==> config.mk <==
export PLATFORM = sky130hd
export DESIGN_NAME = regfile_wr_sched
export DESIGN_NICKNAME = d
export VERILOG_FILES = /design/src/rtl/regfile_pkg.sv /design/src/rtl/rr_arbiter.sv /design/src/rtl/regfile_wr_sched.sv
export SDC_FILE = /design/constraint.sdc
export NUM_CORES = 1
export LEC_CHECK = 0
export ABC_AREA = 1
export CAP_MARGIN = 40
export CORE_ASPECT_RATIO = 1.1
export CORE_UTILIZATION = 47
export CTS_BUF_LIST = sky130_fd_sc_hd__clkbuf_16
export DETAILED_ROUTE_END_ITERATION = 6
export PLACE_DENSITY = 0.85
export SLEW_MARGIN = 20
export SYNTH_ARGS = -nofsm -noshare
export SYNTH_HDL_FRONTEND = slang
export SYNTH_HIERARCHICAL = 1
export SYNTH_SLANG_ARGS = --single-unit
==> constraint.sdc <==
create_clock -name CLK -period 3.29 [get_ports CLK]
set_clock_uncertainty 0.1 [all_clocks]
set_input_delay 0.658 -clock CLK [delete_from_list [all_inputs] [get_ports CLK]]
set_output_delay 0.658 -clock CLK [all_outputs]
set_load 0.01 [all_outputs]
==> src/rtl/regfile_pkg.sv <==
// Shared register-file definitions: port widths and the write-scheduler state encoding.
package regfile_pkg;

  localparam int unsigned ADDR_W = 5;
  localparam int unsigned DATA_W = 8;

  typedef enum logic [0:0] {
    StIdle,
    StClear
  } wr_state_e;

endpackage

==> src/rtl/rr_arbiter.sv <==
// Combinational round-robin arbiter: first valid requester at or above ptr, with wrap.
module rr_arbiter #(
  parameter int unsigned NREQ = 3,
  parameter int unsigned IdxW = $clog2(NREQ)
) (
  input  logic [NREQ-1:0] valid_i,
  input  logic [IdxW-1:0] ptr_i,
  output logic [NREQ-1:0] grant_o,
  output logic [IdxW-1:0] idx_o,
  output logic            any_o
);

  logic [2*NREQ-1:0] valid_dbl;
  logic [2*NREQ-1:0] valid_rot;
  logic [IdxW:0]     sum;

  assign valid_dbl = {valid_i, valid_i};
  assign valid_rot = valid_dbl >> ptr_i;

  always_comb begin
    any_o = 1'b0;
    idx_o = '0;
    sum   = '0;
    // Bit off of the rotated vector is requester (ptr + off) mod NREQ.
    for (int off = 0; off < NREQ; off++) begin
      if (!any_o && valid_rot[off]) begin
        any_o = 1'b1;
        sum   = {1'b0, ptr_i} + (IdxW + 1)'(off);
        if (sum >= (IdxW + 1)'(NREQ)) begin
          sum = sum - (IdxW + 1)'(NREQ);
        end
        idx_o = sum[IdxW-1:0];
      end
    end
  end

  always_comb begin
    grant_o = '0;
    for (int i = 0; i < NREQ; i++) begin
      grant_o[i] = any_o && (idx_o == IdxW'(i));
    end
  end

endmodule

==> src/rtl/regfile_wr_sched.sv <==
// Register-file write-port scheduler: round-robin writeback arbitration plus a
// clear sweep that writes zero to every register on command.
module regfile_wr_sched #(
  parameter int unsigned NREQ   = 3,
  parameter int unsigned ADDR_W = regfile_pkg::ADDR_W,
  parameter int unsigned DATA_W = regfile_pkg::DATA_W,
  parameter int unsigned NREGS  = 32
) (
  input  logic                     CLK,
  input  logic                     reset,
  input  logic [NREQ-1:0]          req_valid,
  input  logic [NREQ*ADDR_W-1:0]   req_addr,
  input  logic [NREQ*DATA_W-1:0]   req_data,
  output logic [NREQ-1:0]          req_ready,
  input  logic                     clr_start,
  output logic                     clr_busy,
  output logic                     clr_done,
  output logic                     regWr,
  output logic [ADDR_W-1:0]        WriteAddr,
  output logic [DATA_W-1:0]        WriteData
);

  import regfile_pkg::*;

  localparam int unsigned IdxW = $clog2(NREQ);
  // One extra bit so NREGS == 2**ADDR_W still has a distinct terminal count.
  localparam logic [ADDR_W:0] LastCnt = (ADDR_W + 1)'(NREGS - 1);

  wr_state_e         state_q, state_d;
  logic [ADDR_W:0]   cnt_q, cnt_d;
  logic [IdxW-1:0]   rr_q, rr_d;
  logic              regwr_q, regwr_d;
  logic [ADDR_W-1:0] waddr_q, waddr_d;
  logic [DATA_W-1:0] wdata_q, wdata_d;
  logic              busy_q, busy_d;
  logic              done_q, done_d;

  logic [NREQ-1:0]   gnt;
  logic [IdxW-1:0]   gnt_idx;
  logic              gnt_any;

  rr_arbiter #(
    .NREQ (NREQ),
    .IdxW (IdxW)
  ) u_arb (
    .valid_i (req_valid),
    .ptr_i   (rr_q),
    .grant_o (gnt),
    .idx_o   (gnt_idx),
    .any_o   (gnt_any)
  );

  always_comb begin
    state_d   = state_q;
    cnt_d     = cnt_q;
    rr_d      = rr_q;
    regwr_d   = 1'b0;
    waddr_d   = waddr_q;
    wdata_d   = wdata_q;
    busy_d    = 1'b0;
    done_d    = 1'b0;
    req_ready = '0;
    unique case (state_q)
      StIdle: begin
        if (clr_start) begin
          state_d = StClear;
          cnt_d   = '0;
          regwr_d = 1'b1;
          waddr_d = '0;
          wdata_d = '0;
          busy_d  = 1'b1;
          done_d  = (LastCnt == '0);
        end else if (gnt_any && reset) begin
          req_ready = gnt;
          regwr_d   = 1'b1;
          waddr_d   = req_addr[gnt_idx*ADDR_W +: ADDR_W];
          wdata_d   = req_data[gnt_idx*DATA_W +: DATA_W];
          rr_d      = (gnt_idx == IdxW'(NREQ - 1)) ? '0 : gnt_idx + 1'b1;
        end
      end
      StClear: begin
        // cnt_q is the address currently on the port; stage the next one.
        if (cnt_q == LastCnt) begin
          state_d = StIdle;
        end else begin
          cnt_d   = cnt_q + 1'b1;
          regwr_d = 1'b1;
          waddr_d = cnt_d[ADDR_W-1:0];
          wdata_d = '0;
          busy_d  = 1'b1;
          done_d  = (cnt_d == LastCnt);
        end
      end
      default: state_d = StIdle;
    endcase
  end

  always_ff @(posedge CLK) begin
    if (!reset) begin
      state_q <= StIdle;
      cnt_q   <= '0;
      rr_q    <= '0;
      regwr_q <= 1'b0;
      waddr_q <= '0;
      wdata_q <= '0;
      busy_q  <= 1'b0;
      done_q  <= 1'b0;
    end else begin
      state_q <= state_d;
      cnt_q   <= cnt_d;
      rr_q    <= rr_d;
      regwr_q <= regwr_d;
      waddr_q <= waddr_d;
      wdata_q <= wdata_d;
      busy_q  <= busy_d;
      done_q  <= done_d;
    end
  end

  assign regWr     = regwr_q;
  assign WriteAddr = waddr_q;
  assign WriteData = wdata_q;
  assign clr_busy  = busy_q;
  assign clr_done  = done_q;

endmodule
==> impl_metrics.tcl <==
set metrics [dict create \
    gp_congestion 0.875 \
    dieWidth_um 58.9 \
    cts_tree "built" \
    io_buffers 63 \
    syn_area_mm2 0.00167 \
    ys_seq_area_share_pct 28.7 \
    wl_per_cell_um 11.5 \
    power_switching_mw 0.292 \
    ioPinCount 64 \
    synth_compound_area_share_pct 8.16 \
    synth_top_family_by_area "simple AND/OR/NAND/NOR gates" \
    yosys.area.top_type "dfxtp_1" \
    drtPass1Iterations 4 \
    arrival_ps 2300 \
    area_growth_pct 47.7 \
    crit_path_end "req_ready[1]" \
    core_mm2 0.00336 \
    worstRegToRegCells 14 \
    timing.final.crit_share_pct 92.8 \
    tightest_slew_ps 525 \
    period_minus_slack_ps 3050 \
    grt_usage_pct 24.7 \
    yosys_warnings 6 \
    synthMuxAreaShare_pct 0 \
    overflow 0 \
    drc 0 \
    synth_top_area_share_pct 28.7 \
    slew_violations 0 \
    reg2reg_from "rr_q[0]" \
    fillers 291 \
    htreeDepth 1 \
    clkTransAtPathRegs_ps 60 \
    rsz0062_at_grt "false" \
    syn_avg_cell_area_um2 6.31 \
    clock-sinks 24 \
    antenna_found_initial 0 \
    n_antenna_cell 0 \
    crit_path_end_kind "output pin" \
    dieArea_mm2 0.00380 \
    drt_iter0_markers 74 \
    synth_xor_area_share_pct 0.524 \
    start_util_pct 49.8 \
    critPathLaunchType "primary input" \
    cp_max_fo 3 \
    synthAdderAreaFrac_pct 4.49 \
    swShare_pct 29.2 \
    timing.rr.end "WriteData[6]" \
    ys_seq_elements 24 \
    route.vias.total 1899 \
    p_int_mw 0.708 \
    synthFlopType "dfxtp_1" \
    synth_cell_types 28 \
    synthCells 265 \
    clock_path_buffers 2 \
    cts-buffers-inserted 3 \
    drive_gt1_share_pct 12.3 \
    grt_pass1_vias 1833 \
    fin_nets 384 \
    setup_violations 0 \
    utilization_pct 73.5 \
    leakagePower_nw 1.08 \
    yosys-top-cells-area "dfxtp_1 29%, nand2_1 21%, nand3_1 9.6%" \
    hold_violations 0 \
    cts-root-buf "clkbuf_16" \
    hpwl_mm 3.38 \
    grt_max_degree 17 \
    multi_input_area_mm2 0.00104 \
    rrSetupSlack_ps 910 \
    p_comb_share_pct 33.7 \
    regArea_um2 480 \
    min_path_cells 2 \
    clock_latency_ps 260 \
    synth_most_common_cell "nand2_1" \
    p_seq_share_pct 32.3 \
    min_path_type "reg -> reg" \
    grt_pass1_wl_mm 7.38 \
    drv_cap 0 \
    wl_mm 4.37 \
    critPathKind "in -> out" \
    outcome "finished clean" \
    relSlewSlack_pct 65.0 \
    viasPerCell 5.00 \
    synth-async-reset-ratio_pct 0 \
    fmax_mhz 327 \
    yosys.area_share.simple_pct 48.7 \
    worstSetupStartpoint "req_valid[2]" \
    worstPathRequired_ps 2530 \
    rows 22 \
    synth_edf_count 0 \
    synth_commonest_cells "93 x nand2_1, 32 x nand3_1, 30 x nor2_1" \
    irDropWorstVdd_mv 0.366 \
    drtAntennaViolNets 0 \
    whs_ps 370 \
    powerDensity_mw_per_mm2 405 \
    p_clk_share_pct 34.0 \
    holdBufCountCts 0 \
    syn-num-nets 316 \
    die-height_um 64.5 \
]
==> placed cells by master (no fill, tap or decap), types with 2 or more instances in the layout <==
cell type / instances
a21oi_1: 11
inv_1: 21
nand4_1: 4
nor2_2: 2
inv_2: 3
nand2_2: 9
ha_1: 6
nor2_1: 29
nand3_2: 4
clkbuf_16: 3
o21ai_0: 6
nand3_1: 32
dfxtp_1: 24
dlygate4sd2_1: 2
clkdlybuf4s50_1: 60
a21oi_2: 3
nand2_1: 93
buf_4: 8
nand2_4: 2
==> cells by family (layout without fill, tap and decap cells) <==
family,Yosys count,in the layout
simple gates,179,179
buf+inv,33,100
compound gates,22,22
flops,24,24
fa+ha+maj,6,6
xor+xnor,1,1
==> sequential cells by signal (all words and copies together), names as in the netlist <==
| name | cells |
|---|---|
| WriteData | 8 |
| cnt_q | 6 |
| clr_busy | 1 |
| clr_done | 1 |
| WriteAddr | 5 |
| rr_q | 2 |
| regWr | 1 |
==> final cells by class <==
class,count,share of cell area (%)
clock inverter,1,1.22
timing repair buffer,71,28.0
multi-input combinational,208,42.0
inverter,25,3.90
clock buffer,3,3.04
tap,48,2.43
sequential,24,19.5
==> through the flow <==
step                instances  instance area (um2)  TNS (ps)  power [mW]  worst slack, ps
global route              380                 2470         0        1.06             62.9
finish                    380                 2470         0        1.00              236
CTS                       380                 2460         0        1.01             2.84
floorplan                 265                 1670         0       0.533              993
global placement          376                 2360     -2.48       0.659            -2.48
detailed placement        376                 2360     -31.3       0.666            -21.3
==> what timing repair did <==
item | CTS | global route
resized for setup | 2 | 2
setup endpoints to repair | 2 | 1
gates cloned | 0 | 0
buffers inserted | 0 | 0
==> power groups by stage <==
stage | Sequential, mW | Combinational, mW | Clock (mW)
3_5_place_dp | 0.330 | 0.336 | 0
3_3_place_gp | 0.329 | 0.330 | 0
5_1_grt | 0.326 | 0.381 | 0.353
4_1_cts | 0.324 | 0.338 | 0.345
6_report | 0.324 | 0.337 | 0.340
2_1_floorplan | 0.332 | 0.201 | 0
==> metal layers <==
layer / track usage (%) / wire, um / up-vias
met1: 27.4 / 1780 / 840
met3: 5.39 / 280 / 12
li1: - / - / 975
met4: 11.3 / 131 / 0
met2: 44.0 / 2180 / 72
met5: 0 / 0 / -
==> worst max-delay path, stage by stage <==
cell and delay [ps]:
clkdlybuf4s50_1 510, inv_1 50, nand2_1 70, nand3_1 100, nand2_1 120, nand4_1 150
nand2_2 130, and2_1 120, inv_1 40, nor2_1 80, dlygate4sd2_1 260
==> worst min-delay path by stage <==
stage                         endpoint  slack (ps)         start
after floorplan               cnt_q[5]         360      cnt_q[5]
after global placement    WriteData[1]         350  WriteData[1]
after detailed placement  WriteData[1]         360  WriteData[1]
after CTS                 WriteData[1]         370  WriteData[1]
after global routing      WriteData[5]         380  WriteData[5]
final                     WriteData[5]         370  WriteData[5]
Power figures use the tool's default switching activity.
